$ cat config.mk
export PLATFORM = sky130hd
export DESIGN_NAME = calc1_port_responder_flat
export DESIGN_NICKNAME = d
export VERILOG_FILES = /design/src/rtl/calc1_port_responder_if.sv /design/src/rtl/calc1_port_responder.sv /design/src/flat_wrapper.sv
export SDC_FILE = /design/constraint.sdc
export NUM_CORES = 1
export LEC_CHECK = 0
export CAP_MARGIN = 0
export CORE_MARGIN = 8
export CORE_UTILIZATION = 49
export DETAILED_ROUTE_END_ITERATION = 8
export PLACE_DENSITY_LB_ADDON = 0.05
export SLEW_MARGIN = 25
export SYNTH_ARGS = -nofsm -noshare
export SYNTH_HDL_FRONTEND = slang
export SYNTH_SLANG_ARGS = --single-unit
$ cat constraint.sdc
create_clock -name clk -period 3.98 [get_ports clk]
set_input_delay 0.796 -clock clk [delete_from_list [all_inputs] [get_ports clk]]
set_output_delay 0.796 -clock clk [all_outputs]
set_load 0.01 [all_outputs]
$ cat src/rtl/calc1_port_responder_if.sv
`default_nettype none
// ============================================================================
// Module      : calc1_port_responder_if
// Description : calc1 command/data port bundle between a requester (master)
//               and the single-port responder (slave).
// Revision    : 1.0 - initial release
// ============================================================================
interface calc1_port_responder_if;
    logic [3:0]  cmd_in;
    logic [31:0] data_in;
    logic [1:0]  resp_out;
    logic [31:0] data_out;
    logic        busy;
    logic        cmd_drop;

    modport master (
        output cmd_in,
        output data_in,
        input  resp_out,
        input  data_out,
        input  busy,
        input  cmd_drop
    );

    modport slave (
        input  cmd_in,
        input  data_in,
        output resp_out,
        output data_out,
        output busy,
        output cmd_drop
    );
endinterface
`default_nettype wire

$ cat src/rtl/calc1_port_responder.sv
`default_nettype none
// ============================================================================
// Module      : calc1_port_responder
// Description : calc1 single-port responder: command+op1, op2, execute, one
//               cycle response. Define CALC1_SHIFT_EN to build the shifter.
// Revision    : 1.0 - initial release
// ============================================================================
module calc1_port_responder (
    input wire                     clk,
    input wire                     reset,
    calc1_port_responder_if.slave  bus
);

    localparam logic [1:0] c_IDLE  = 2'd0;
    localparam logic [1:0] c_OPND2 = 2'd1;
    localparam logic [1:0] c_EXEC  = 2'd2;
    localparam logic [1:0] c_RESP  = 2'd3;

    localparam logic [3:0] c_CMD_ADD = 4'd1;
    localparam logic [3:0] c_CMD_SUB = 4'd2;
`ifdef CALC1_SHIFT_EN
    localparam logic [3:0] c_CMD_SHL = 4'd5;
    localparam logic [3:0] c_CMD_SHR = 4'd6;
`endif

    localparam logic [1:0] c_RESP_NONE    = 2'd0;
    localparam logic [1:0] c_RESP_OK      = 2'd1;
    localparam logic [1:0] c_RESP_OVF     = 2'd2;
    localparam logic [1:0] c_RESP_INVALID = 2'd3;

    logic [1:0]  r_state;
    logic [1:0]  w_next_state;
    logic [3:0]  r_cmd;
    logic [31:0] r_op1;
    logic [31:0] r_op2;
    logic [1:0]  r_resp;
    logic [31:0] r_data;
    logic        r_cmd_drop;
    logic        w_busy;
    logic        w_accept;
    logic        w_cmd_valid;
    logic [32:0] w_sum;
    logic [1:0]  w_resp;
    logic [31:0] w_result;

    assign w_cmd_valid = (bus.cmd_in != 4'd0);
    // A new request may start from IDLE or overlap the response cycle.
    assign w_accept    = w_cmd_valid && ((r_state == c_IDLE) || (r_state == c_RESP));

    // State register
    always_ff @(posedge clk) begin
        if (reset) begin
            r_state <= c_IDLE;
        end else begin
            r_state <= w_next_state;
        end
    end

    // Next-state logic
    always_comb begin
        w_next_state = r_state;
        case (r_state)
            c_IDLE:  w_next_state = w_accept ? c_OPND2 : c_IDLE;
            c_OPND2: w_next_state = c_EXEC;
            c_EXEC:  w_next_state = c_RESP;
            c_RESP:  w_next_state = w_accept ? c_OPND2 : c_IDLE;
            default: w_next_state = c_IDLE;
        endcase
    end

    // Output logic
    always_comb begin
        w_busy = 1'b0;
        case (r_state)
            c_OPND2, c_EXEC: w_busy = 1'b1;
            default:         w_busy = 1'b0;
        endcase
    end

    // Execute stage; unsupported codes fall through to invalid.
    always_comb begin
        w_sum    = {1'b0, r_op1} + {1'b0, r_op2};
        w_resp   = c_RESP_INVALID;
        w_result = 32'd0;
        case (r_cmd)
            c_CMD_ADD: begin
                if (w_sum[32]) begin
                    w_resp = c_RESP_OVF;
                end else begin
                    w_resp   = c_RESP_OK;
                    w_result = w_sum[31:0];
                end
            end
            c_CMD_SUB: begin
                if (r_op2 > r_op1) begin
                    w_resp = c_RESP_OVF;
                end else begin
                    w_resp   = c_RESP_OK;
                    w_result = r_op1 - r_op2;
                end
            end
`ifdef CALC1_SHIFT_EN
            c_CMD_SHL: begin
                w_resp   = c_RESP_OK;
                w_result = r_op1 << r_op2[4:0];
            end
            c_CMD_SHR: begin
                w_resp   = c_RESP_OK;
                w_result = r_op1 >> r_op2[4:0];
            end
`endif
            default: begin
                w_resp   = c_RESP_INVALID;
                w_result = 32'd0;
            end
        endcase
    end

    // Operand capture and one-cycle registered response
    always_ff @(posedge clk) begin
        if (reset) begin
            r_cmd      <= 4'd0;
            r_op1      <= 32'd0;
            r_op2      <= 32'd0;
            r_resp     <= c_RESP_NONE;
            r_data     <= 32'd0;
            r_cmd_drop <= 1'b0;
        end else begin
            if (w_accept) begin
                r_cmd <= bus.cmd_in;
                r_op1 <= bus.data_in;
            end
            if (r_state == c_OPND2) begin
                r_op2 <= bus.data_in;
            end
            if (r_state == c_EXEC) begin
                r_resp <= w_resp;
                r_data <= (w_resp == c_RESP_OK) ? w_result : 32'd0;
            end else begin
                r_resp <= c_RESP_NONE;
                r_data <= 32'd0;
            end
            r_cmd_drop <= w_cmd_valid && w_busy;
        end
    end

    assign bus.resp_out = r_resp;
    assign bus.data_out = r_data;
    assign bus.busy     = w_busy;
    assign bus.cmd_drop = r_cmd_drop;

endmodule
`default_nettype wire

$ cat src/flat_wrapper.sv
// flat-port wrapper written by rule: the top's interface ports become plain ports
module calc1_port_responder_flat 
  (clk, reset, bus_cmd_in, bus_data_in, bus_resp_out, bus_data_out, bus_busy, bus_cmd_drop);
  calc1_port_responder_if bus_i ();
  input wire clk;
  input wire reset;
  input wire logic [$bits(bus_i.cmd_in)-1:0] bus_cmd_in;
  input wire logic [$bits(bus_i.data_in)-1:0] bus_data_in;
  output wire logic [$bits(bus_i.resp_out)-1:0] bus_resp_out;
  output wire logic [$bits(bus_i.data_out)-1:0] bus_data_out;
  output wire logic [$bits(bus_i.busy)-1:0] bus_busy;
  output wire logic [$bits(bus_i.cmd_drop)-1:0] bus_cmd_drop;
  assign bus_i.cmd_in = bus_cmd_in;
  assign bus_i.data_in = bus_data_in;
  assign bus_resp_out = bus_i.resp_out;
  assign bus_data_out = bus_i.data_out;
  assign bus_busy = bus_i.busy;
  assign bus_cmd_drop = bus_i.cmd_drop;
  calc1_port_responder u_core (.clk(clk), .reset(reset), .bus(bus_i));
endmodule
Word level (Yosys, flattened, before mapping)
Cells that the tools add are included.
- register bits: 105
- bits of input ports: 38
- word-level logic and storage cells: 36
- $add $sub $neg: 2
- order comparisons: 1
- equal/unequal tests: 6
- mux-type cells: 9
- bitwise logic cells: 2
- reductions and logical operators: 9
- operators with widths (kind ; number):
    $mux W32 ; 2
    $pmux W32 S2 ; 1
    $add A32 B32 Y33 ; 1
    $gt A32 B32 Y1 ; 1
    $sub A32 B32 Y32 ; 1
    $pmux W2 S3 ; 1
    $reduce_or A2 Y1 ; 3
    $eq A2 B1 Y1 const B ; 2
    $eq A2 B2 Y1 const B ; 2
    $eq A4 B1 Y1 const B ; 1
    $eq A4 B2 Y1 const B ; 1
    $mux W2 ; 2
    $pmux W2 S2 ; 1
    $reduce_bool A4 Y1 ; 1
    $reduce_or A3 Y1 ; 1
    $logic_and A1 B1 Y1 ; 2
    $logic_not A2 Y1 ; 1
    $mux W1 ; 2
    $not A1 Y1 ; 2
    $logic_or A1 B1 Y1 ; 1

Longest topological paths before layout
Gate-level depths: netlist (run 1).
- word-level depth: 6
- depth in mapped cells: 14
- depth with buffers taken out: 12

Worst setup path before layout (run 1)
No wires, ideal clock.
- path kind: reg-to-reg
- start point: register u_core.r_op2[0]
- end point: register u_core.r_data[14], in the netlist u_core.bus.data_out[14]
- setup time: 134 ps
- arrival time: 2738 ps
- setup slack: 1107 ps
- stages on the path, launching flop included: 15
- clock period less this slack: 2873 ps
- path through: dfxtp_1 ha_1 inv_1 fa_1 o21bai_2 a2111oi_4 o31ai_2 a221oi_4 o31ai_4 a31o_1 buf_6 buf_6 nor2_1 a211oi_1 nor3_1
- longest elaborated chain between the ends: 6
- elaborated cells between the ends (all ways): 12
- RTL lines (what ; RTL line ; text):
    start, declared ; calc1_port_responder.sv:35 ; logic [31:0] r_op2;
    start signal, assigned ; calc1_port_responder.sv:134 ; r_op2 <= bus.data_in;
    $add A32 B32 Y33 or $gt A32 B32 Y1 (tied branches) ; calc1_port_responder.sv:82, calc1_port_responder.sv:95 ;
    $mux W2 (on tied branches) ; calc1_port_responder.sv:87, calc1_port_responder.sv:95 ;
    $pmux W2 S2 ; calc1_port_responder.sv:85 ; case (r_cmd)
    $eq A2 B1 Y1 ; calc1_port_responder.sv:138 ; r_data <= (w_resp == c_RESP_OK) ? w_result : 32'd0;
    $not A1 Y1 (no source line) ; n/a ;
    $reduce_or A3 Y1 (no source line) ; n/a ;
    end signal, assigned ; calc1_port_responder.sv:138 ;
    end, declared ; calc1_port_responder.sv:37 ; logic [31:0] r_data;
Several ways; a longest one is shown, not always the timed one.
A chain may end at the register's enable or synchronous reset.

Worst setup path in the final report (run 1)
- start point: register u_core.r_op1[0]
- end point: register u_core.r_data[26], in the netlist u_core.bus.data_out[26]
- longest elaborated chain between the ends: 6
- elaborated cells between the ends (all ways): 12
- RTL lines (what ; RTL line ; text):
    start, declared ; calc1_port_responder.sv:34 ; logic [31:0] r_op1;
    start signal, assigned ; calc1_port_responder.sv:131 ; r_op1 <= bus.data_in;
    $add A32 B32 Y33 or $gt A32 B32 Y1 (tied branches) ; calc1_port_responder.sv:82, calc1_port_responder.sv:95 ;
    $mux W2 (on tied branches) ; calc1_port_responder.sv:87, calc1_port_responder.sv:95 ;
    $pmux W2 S2 ; calc1_port_responder.sv:85 ;
    $eq A2 B1 Y1 ; calc1_port_responder.sv:138 ;
    $not A1 Y1 (no source line) ; n/a ;
    $reduce_or A3 Y1 (no source line) ; n/a ;
Several ways; a longest one is shown, not always the timed one.

==> metrics.txt, run 1 <==
Rows=44; largest net degree at the start of global routing=62; setup repair bufs after CTS=0; n_diodes=0; Die Wd=136.7 um; Die Span Y=136.7 um; Overflow after GRT=0; cts hold-fix bufs=0; RSZ-0062 raised after global routing=no; Clock transition at path regs=0.08 ns; clock root buffer master=clkbuf_16; worst clock skew=0.01060 ns; Hold Startpoint=u_core.r_op1[14]; WL/cell=18.49 um; CTS resizes=0; wire length on met2=7.712 mm; final total power=0.006499 W; Synth Register Bits=105; Post-Syn Nets=1013; worst r2r dst=u_core.bus.data_out[26]; Setup crit end kind=flop; Hold Crit Depth=2; Slowest-stage cell, CP=o21ai_1; HPWL after detailed placement=16.24 mm; setup TNS=0 ns; pwr/cell area=788.8 nW/um^2; # fillers=1377; Lkg Pwr=3.347 nW; share of post-route cells with drive strength above 1=0.05579; Slew @ Worst Pin=0.9959 ns; maximum vdd drop=0.0009711 V; routed wire length=20.96 mm; Setup crit start kind=flop; area occupied by multi-input gates=4553 sq um; cell area after synthesis=7141 sq um; asr flop ratio synth=0; drt via density=6.053; M1 wire length=10.94 mm; initial antenna violation count=0; area delta synth->final=15.38%; DR pass1 iterations=6; Avg Cell Area, Syn=7.881 sq um; YS warnings=0; HP Class=reg -> reg; CP Class=reg -> reg; CTS Buffer Depth=2; CP peak stage delay=0.58 ns; Worst slew margin=0.3267; DRC Markers=0; Clock Latency Late Sink=0.36 ns; Num CTS Buffers=9; setup slack, reg-to-reg=0.07 ns; input/output buffers=73; final worst-path cycle share=0.9821; Max Cap Viol=0; CP required=4.22 ns; CP Cell Sequence=inv_1, ha_1, fa_1, nand2b_1, a21oi_1, o21ai_1, o21ai_1, nand3_1, a31o_2, o41ai_1, xnor2_1, o22ai_1; Netlist cell types=79; Total Nets Final=1052; uppermost routed layer=met4; metal3 WL=2.136 mm; number of enable flip-flop cells after synthesis=0; Critical Path Fanout Max=6; io pins=74; fmax=255.8 MHz; via count=6864; H-tree levels=3; Final Max Tran Viols=0; Initial Utilization=0.4970; Min-Delay Endpoint=u_core.r_op1[14]; crit path time final=3.909 ns; Core Area=14370 sq um; Iter 0 DRT Violations=760; Seq/Total Area, Yosys=0.2944; FF-to-FF Start=u_core.r_op1[0]; clock tree sinks=105; final setup vio count=0; TritonCTS clock tree=built; Critical Path Most Common Cell=o21ai_1; Routed Antenna Nets=0; outcome=finished, final reports clean; worst r2r path cells=12; die area=18690 sq um; Final Hold Viols=0; Synth Instances=906; CP arrival=4.15 ns; vias in the first global route=6093; Storage cell area=2102 sq um; gpl congestion=0.9530; Hold Slack=0.4820 ns; GRT Total Usage=0.2236; ys flop type=dfxtp_1; global-route wire length before repair=33.26 mm
==> cell usage in the layout, fill, tap and decap left out, drive strengths merged, types with 8 or more instances in the layout <==
cell type	instances
clkbuf	10
nor2b	10
mux2i	32
nand2	89
nor3	28
nand2b	10
dfxtp	105
o21ai	29
o31ai	9
nor2	111
o21bai	16
clkdlybuf4s50	72
a211oi	23
ha	67
a221oi	21
buf	12
nand3	15
a21o	12
inv	68
o22ai	15
a21oi	96
nor4	8
==> power breakdown <==
group	switching (W)	leakage, nW	internal (W)
sequential	0.000208	0.859	0.00130
combinational	0.00259	2.34	0.00148
clock	0.000422	0.144	0.000497
total	0.00322	3.35	0.00328
==> layer usage <==
metal / vias to the layer above / GRT usage
met5: - / 0
met4: 0 / 0.04515
met3: 16 / 0.05800
met2: 322 / 0.2727
met1: 3227 / 0.3655
li1: 3299 / -
==> stage by stage <==
step                      instance area, sq um  worst slack, ns  instances    util
final                                     8239          0.07134       1134  0.5734
after global routing                      8239           0.1176       1134  0.5734
after CTS                                 8229           0.2458       1134  0.5727
after detailed placement                  7928           0.2757       1118  0.5517
after global placement                    7928           0.3154       1118  0.5517
after floorplan                           7141            1.107        906       -
==> cell families (layout without fill, tap and decap cells) <==
group / Yosys count / in the layout / synth area share
and+or+nand+nor: 292 / 292 / 0.1842
AOI/OAI and AO/OA: 283 / 283 / 0.2786
buffers and inverters: 121 / 165 / 0.07009
DFF: 105 / 105 / 0.2944
adders and majority gates: 69 / 69 / 0.1230
muxes: 32 / 32 / 0.04486
xor gates and xnor gates: 4 / 4 / 0.004906
==> registers in the layout, summed over array words and instances, names as in the netlist <==
signal,flops
u_core.r_op1,32
u_core.bus.data_out,32
u_core.r_state,2
u_core.r_cmd,4
u_core.r_op2,32
u_core.bus.resp_out,2
u_core.bus.cmd_drop,1
==> cell type report <==
cell class | instances | area share
Clock buffer | 10 | 0.02779
Clock inverter | 6 | 0.008808
Inverter | 65 | 0.02961
Multi-Input combinational cell | 680 | 0.5526
Sequential cell | 105 | 0.2551
Tap cell | 184 | 0.02794
Timing Repair Buffer | 84 | 0.09810
==> Yosys cell counts (5+ instances only) <==
| cell | number | share of area |
|---|---|---|
| nand2b_1 | 10 | 0.0088 |
| a21oi_1 | 96 | 0.067 |
| nor3_1 | 24 | 0.017 |
| nand2_1 | 89 | 0.047 |
| buf_2 | 7 | 0.0049 |
| nor2_1 | 110 | 0.058 |
| clkbuf_1 | 37 | 0.019 |
| inv_1 | 64 | 0.034 |
| a211oi_1 | 21 | 0.022 |
| nor4_1 | 8 | 0.0070 |
| buf_1 | 5 | 0.0026 |
| o21ai_0 | 26 | 0.018 |
| mux2i_1 | 32 | 0.045 |
| a221oi_1 | 20 | 0.025 |
| a21o_1 | 12 | 0.013 |
| dfxtp_1 | 105 | 0.29 |
| ha_1 | 67 | 0.12 |
| o22a_1 | 5 | 0.0061 |
| o22ai_1 | 13 | 0.011 |
| o31ai_1 | 7 | 0.0074 |
| nor2b_1 | 10 | 0.0088 |
| o21bai_1 | 15 | 0.016 |
| a22oi_1 | 6 | 0.0063 |
| nand3_1 | 15 | 0.011 |
==> critical path, delay by kind of cell, from the launching register on <==
kind	cells	cell delay, ns
AOI/OAI and AO/OA	6	2.09
adders and majority gates	2	0.65
and+or+nand+nor	2	0.42
DFF	1	0.37
xor gates and xnor gates	1	0.19
buffers and inverters	1	0.06
==> worst max path at each step <==
stage	startpoint	depth (start not counted)	end	slack, ns
after floorplan	u_core.r_op2[0]	14	u_core.bus.data_out[14]	1.11
after global placement	u_core.r_op1[0]	12	u_core.bus.data_out[26]	0.32
after detailed placement	u_core.r_op1[0]	12	u_core.bus.data_out[26]	0.28
after CTS	u_core.r_op1[0]	12	u_core.bus.data_out[26]	0.25
after global routing	u_core.r_op1[0]	12	u_core.bus.data_out[26]	0.12
final	u_core.r_op1[0]	12	u_core.bus.data_out[26]	0.07
Note: power is estimated with default switching activity, not from simulation.
==> inputs of run 2 (changes only) <==
--- a/config.mk
+++ b/config.mk
@@ -5,11 +5,12 @@
 export SDC_FILE = /design/constraint.sdc
 export NUM_CORES = 1
 export LEC_CHECK = 0
-export CAP_MARGIN = 0
+export CAP_MARGIN = 10
 export CORE_MARGIN = 8
 export CORE_UTILIZATION = 49
 export DETAILED_ROUTE_END_ITERATION = 8
 export PLACE_DENSITY_LB_ADDON = 0.05
+export SETUP_SLACK_MARGIN = 0.02
 export SLEW_MARGIN = 25
 export SYNTH_ARGS = -nofsm -noshare
 export SYNTH_HDL_FRONTEND = slang
==> results of run 2 <==
Same layout as run 1: the final DEF is identical, and so are final timing and power.
==> inputs of run 3 (changes only) <==
--- a/config.mk
+++ b/config.mk
@@ -9,8 +9,9 @@
 export CORE_MARGIN = 8
 export CORE_UTILIZATION = 49
 export DETAILED_ROUTE_END_ITERATION = 8
+export GPL_ROUTABILITY_DRIVEN = 0
 export PLACE_DENSITY_LB_ADDON = 0.05
-export SETUP_SLACK_MARGIN = 0.02
+export SETUP_SLACK_MARGIN = 0.4
 export SLEW_MARGIN = 25
 export SYNTH_ARGS = -nofsm -noshare
 export SYNTH_HDL_FRONTEND = slang
==> run 3 against run 2 <==
  * Clock skew up 0.0040 ns
  * Wire length fell by 4.5%
  * Clock power decreased by 7.0%
  * Largest cell class unchanged
  * Total power decreased by 1.8%
  * Highest routed layer unchanged
  * Die area unchanged
  * Largest power group unchanged
  * Combinational power decreased by 1%
  * Setup slack gained 0.50 ns
  * Critical path type unchanged
  * Final cell count about the same
  * Sequential power hardly changed
==> metrics.txt, run 3 (synthesis results as in run 1) <==
pwr/cell area=774.5 nW/um^2; Die Wd=136.7 um; GRT Total Usage=0.2159; final worst-path cycle share=0.8570; Rows=44; Hold Slack=0.4820 ns; commonest non-fill, non-tap cell in the layout=nor2_1; io pins=74; busiest grt layer=met1; met2 Use GR=0.2680; Setup crit end kind=flop; Routed Antenna Nets=0; most frequent cells in the layout=nor2_1 (109), dfxtp_1 (105), a21oi_1 (96), nand2_1 (89), clkdlybuf4s50_1 (72); setup slack, reg-to-reg=0.57 ns; # fillers=1358; routed wire length=20.02 mm; CP arrival=3.65 ns; WP buf/inv=1; share of post-route cells with drive strength above 1=0.05796; Slew @ Worst Pin=0.8986 ns; Lkg Pwr=3.338 nW; crit path time final=3.411 ns; fmax=293.2 MHz; Total Nets Final=1051; setup TNS=0 ns; maximum vdd drop=0.0006878 V; Clock Latency Late Sink=0.36 ns; area delta synth->final=15.38%; Num CTS Buffers=9; Global Route met1 Usage=0.3452; Slowest-stage cell, CP=ha_1; Final Max Tran Viols=0; DRC Markers=0; HP Class=reg -> reg; final setup vio count=0; TritonCTS clock tree=built; worst clock skew=0.01464 ns; HPWL after detailed placement=15.36 mm; Worst slew margin=0.3925; die area=18690 sq um; Overflow after GRT=0; initial antenna violation count=0; RSZ-0062 raised after global routing=yes; Iter 0 DRT Violations=939; vias in the first global route=6094; Critical Path Fanout Max=11; DR pass1 iterations=5; CP required=4.22 ns; largest net degree at the start of global routing=56; setup repair bufs after CTS=0; global-route wire length before repair=32.31 mm; n_diodes=0; Core Area=14370 sq um; H-tree levels=3; WL/cell=17.67 um; Setup crit start kind=flop; via count=6764; Final Hold Viols=0; met3 track demand over resource=0.04589; CP peak stage delay=0.53 ns; Initial Utilization=0.4970; CTS Buffer Depth=2; CP Cell Sequence=inv_1, ha_1, and2b_1, a2111oi_4, o221ai_1, a211o_1, a221o_1, a41oi_2, xnor2_1, o22ai_1; clock tree sinks=105; CP Class=reg -> reg; input/output buffers=73; clock root buffer master=clkbuf_16; drt via density=5.970; Die Span Y=136.7 um; Clock transition at path regs=0.08 ns; Max Cap Viol=0; Worst path top cell family by delay=compound AO/OA/AOI/OAI gates; outcome=finished, final reports clean
run 3: worst register-to-register path: stages (launching register included):
cell and delay (ns):
dfxtp_1 0.36, inv_1 0.05, ha_1 0.53, and2b_1 0.26, a2111oi_4 0.44, o221ai_1 0.30
a211o_1 0.41, a221o_1 0.41, a41oi_2 0.24, xnor2_1 0.15, o22ai_1 0.12
run 3: timing repair:
| item | 4_1_cts | 5_1_grt |
|---|---|---|
| hold buffers | 0 | 0 |
| hold endpoints to repair | 0 | 0 |
| resized for setup | 0 | 5 |
| endpoints found under the setup margin | 0 | 28 |
run 3: layer usage:
layer / part of all wire / vias up
met5: 0 / -
met2: 0.37 / 300
met4: 0.016 / 0
met1: 0.52 / 3119
li1: - / 3318
met3: 0.094 / 27
run 3: path summary, 6_finish.rpt:
kind	depth (start not counted)	startpoint	end
setup reg to reg	10	u_core.r_op2[5]	u_core.bus.data_out[26]
hold / removal	2	u_core.r_op1[10]	u_core.r_op1[10]
hold reg to reg	2	u_core.r_op1[10]	u_core.r_op1[10]
setup / recovery	10	u_core.r_op2[5]	u_core.bus.data_out[26]
run 3: layout make-up:
type                       count  area [sq um]  area share
clock buffer                  10         229.0     0.02779
sequential                   105          2102      0.2551
inverter                      65         244.0     0.02961
multi-input combinational    680          4583      0.5563
tap                          184         230.2     0.02794
timing repair buffer          83         800.8     0.09719
clock inverter                 6         50.05    0.006074
run 3: power breakdown:
| part | internal (W) | switching [W] | total, W |
|---|---|---|---|
| Combinational | 0.00149 | 0.00253 | 0.00401 |
| Clock | 0.000434 | 0.000420 | 0.000854 |
| Sequential | 0.00130 | 0.000210 | 0.00151 |
run 3: metrics by stage:
stage | util | power (W) | cells | cell area (sq um) | setup slack [ns]
6_report | 0.5734 | 0.006381 | 1133 | 8239 | 0.5690
5_1_grt | 0.5734 | 0.006857 | 1133 | 8239 | 0.3680
4_1_cts | 0.5706 | 0.006245 | 1133 | 8199 | 0.4169
3_5_place_dp | 0.5512 | 0.005368 | 1117 | 7920 | 0.4528
3_3_place_gp | 0.5512 | 0.005322 | 1117 | 7920 | 0.5432
2_1_floorplan | - | 0.004380 | 906 | 7141 | 1.107
==> RTL change: new RTL, config.mk and constraints of run 2 <==
Reset style: asynchronous (`reset`), changed in 2 clocked blocks.
--- a/src/rtl/calc1_port_responder.sv
+++ b/src/rtl/calc1_port_responder.sv
@@ -49,5 +49,5 @@
 
     // State register
-    always_ff @(posedge clk) begin
+    always_ff @(posedge clk or posedge reset) begin
         if (reset) begin
             r_state <= c_IDLE;
@@ -118,5 +118,5 @@
 
     // Operand capture and one-cycle registered response
-    always_ff @(posedge clk) begin
+    always_ff @(posedge clk or posedge reset) begin
         if (reset) begin
             r_cmd      <= 4'd0;
Formal check against the unedited RTL: differs if reset is asserted again (counterexample within 4 cycles, from zero or initial values and one cycle with reset high); with reset held inactive, the same outputs for 10 cycles.
==> RTL change against run 2 <==
- clock skew is 0.0027 ns higher
- critical path type unchanged
- via count fell by 2.6%
- count of clock-buffer cells in the layout is 1 lower
- first-iteration DRC count down 21%
- final area rose by 5.8%
- worst setup slack gained 0.32 ns
- hold slack gained 0.0047 ns
- core utilization is 0.41 points higher
- synthesized area grew 5.5%
- routed wire length is 7.4% higher
- sequential cell count stayed put
Power is not shown: default switching activity piles up to over one toggle a cycle in this logic, so the estimate is an artifact.
==> RTL change: results <==
metrics = {
    "setup_path": {
        "r2r_slack_ns": 0.39,
        "cp_slowest_cell": "or4_1",
        "crit_path_max_fanout": 4,
        "crit_arrival_ns": 3.84,
        "max_stage_delay_ns": 0.45,
    },
    "layout": {
        "clkCellAreaFrac": 0.0355,
        "drive_above_1_share": 0.0969,
        "regArea_um2": 2630,
        "inverters_excl_clock": 75,
        "fin_nets": 1001,
        "multi_input_area_um2": 4430,
        "n_fill_cell": 1350,
        "seq_share": 0.302,
        "nMultiInputCombCells": 617,
    },
    "placed_design": {
        "hpwlAfterDp_um": 16500,
        "placed_area_um2": 8400,
        "place_ws_ns": 0.382,
        "dp.cells": 1070,
    },
    "global_route": {
        "grt_use_met3": 0.0452,
        "grt_max_degree": 64,
        "use_met1": 0.307,
        "gr-usage-met2": 0.370,
        "grt_pass1_vias": 6825,
    },
    "routing": {
        "drtIter0Drc": 600,
        "wl_met1_um": 10300,
    },
    "synth": {
        "synthXorXnorAreaFrac": 0.00581,
        "synth_compound_area_frac": 0.266,
        "synth_nets": 950,
        "yosysUniqueCellTypes": 73,
        "synth_area_leaders": "dfrtp_1, ha_1, a21oi_1",
        "synthCells": 842,
        "muxShareOfSynthArea": 0.0586,
        "yosys.area_share.adder": 0.118,
    },
    "outcome": {
        "status": "complete, no violations",
    },
    "die": {
        "chipWidth_um": 140,
    },
    "timing": {
        "maxSlewHeadroom": 0.456,
        "clock_skew_ns": 0.0133,
        "hold_ws_ns": 0.487,
    },
}
-- RTL change: changes by cell type in the layout (fill, tap and decap cells not counted), moves of 25 or more --
cell | run 2 | this run
mux2i_1 | 32 | 7
dfxtp_1 | 105 | 0
mux2_2 | 0 | 33
nor2_1 | 109 | 47
o21ai_0 | 26 | 58
dfrtp_1 | 0 | 105
-- RTL change: critical path, delay by kind of cell, from the launching register on --
kind,cells,cell delay [ns]
adder cells (fa/ha/maj),2,0.60
AND/OR/NAND/NOR,1,0.45
flip-flops,1,0.41
AO/OA/AOI/OAI,8,1.98
buffers and inverters,1,0.05
-- RTL change: worst paths after layout --
kind                                           end             from  cells after the start
min in group asynchronous          u_core.r_cmd[2]            reset                      2
min reg2reg                        u_core.r_cmd[2]  u_core.r_cmd[2]                      2
max                        u_core.bus.data_out[30]  u_core.r_op2[0]                     12
max in group asynchronous         u_core.r_op2[15]            reset                      3
max reg2reg                u_core.bus.data_out[30]  u_core.r_op2[0]                     12
min                                u_core.r_cmd[2]  u_core.r_cmd[2]                      2
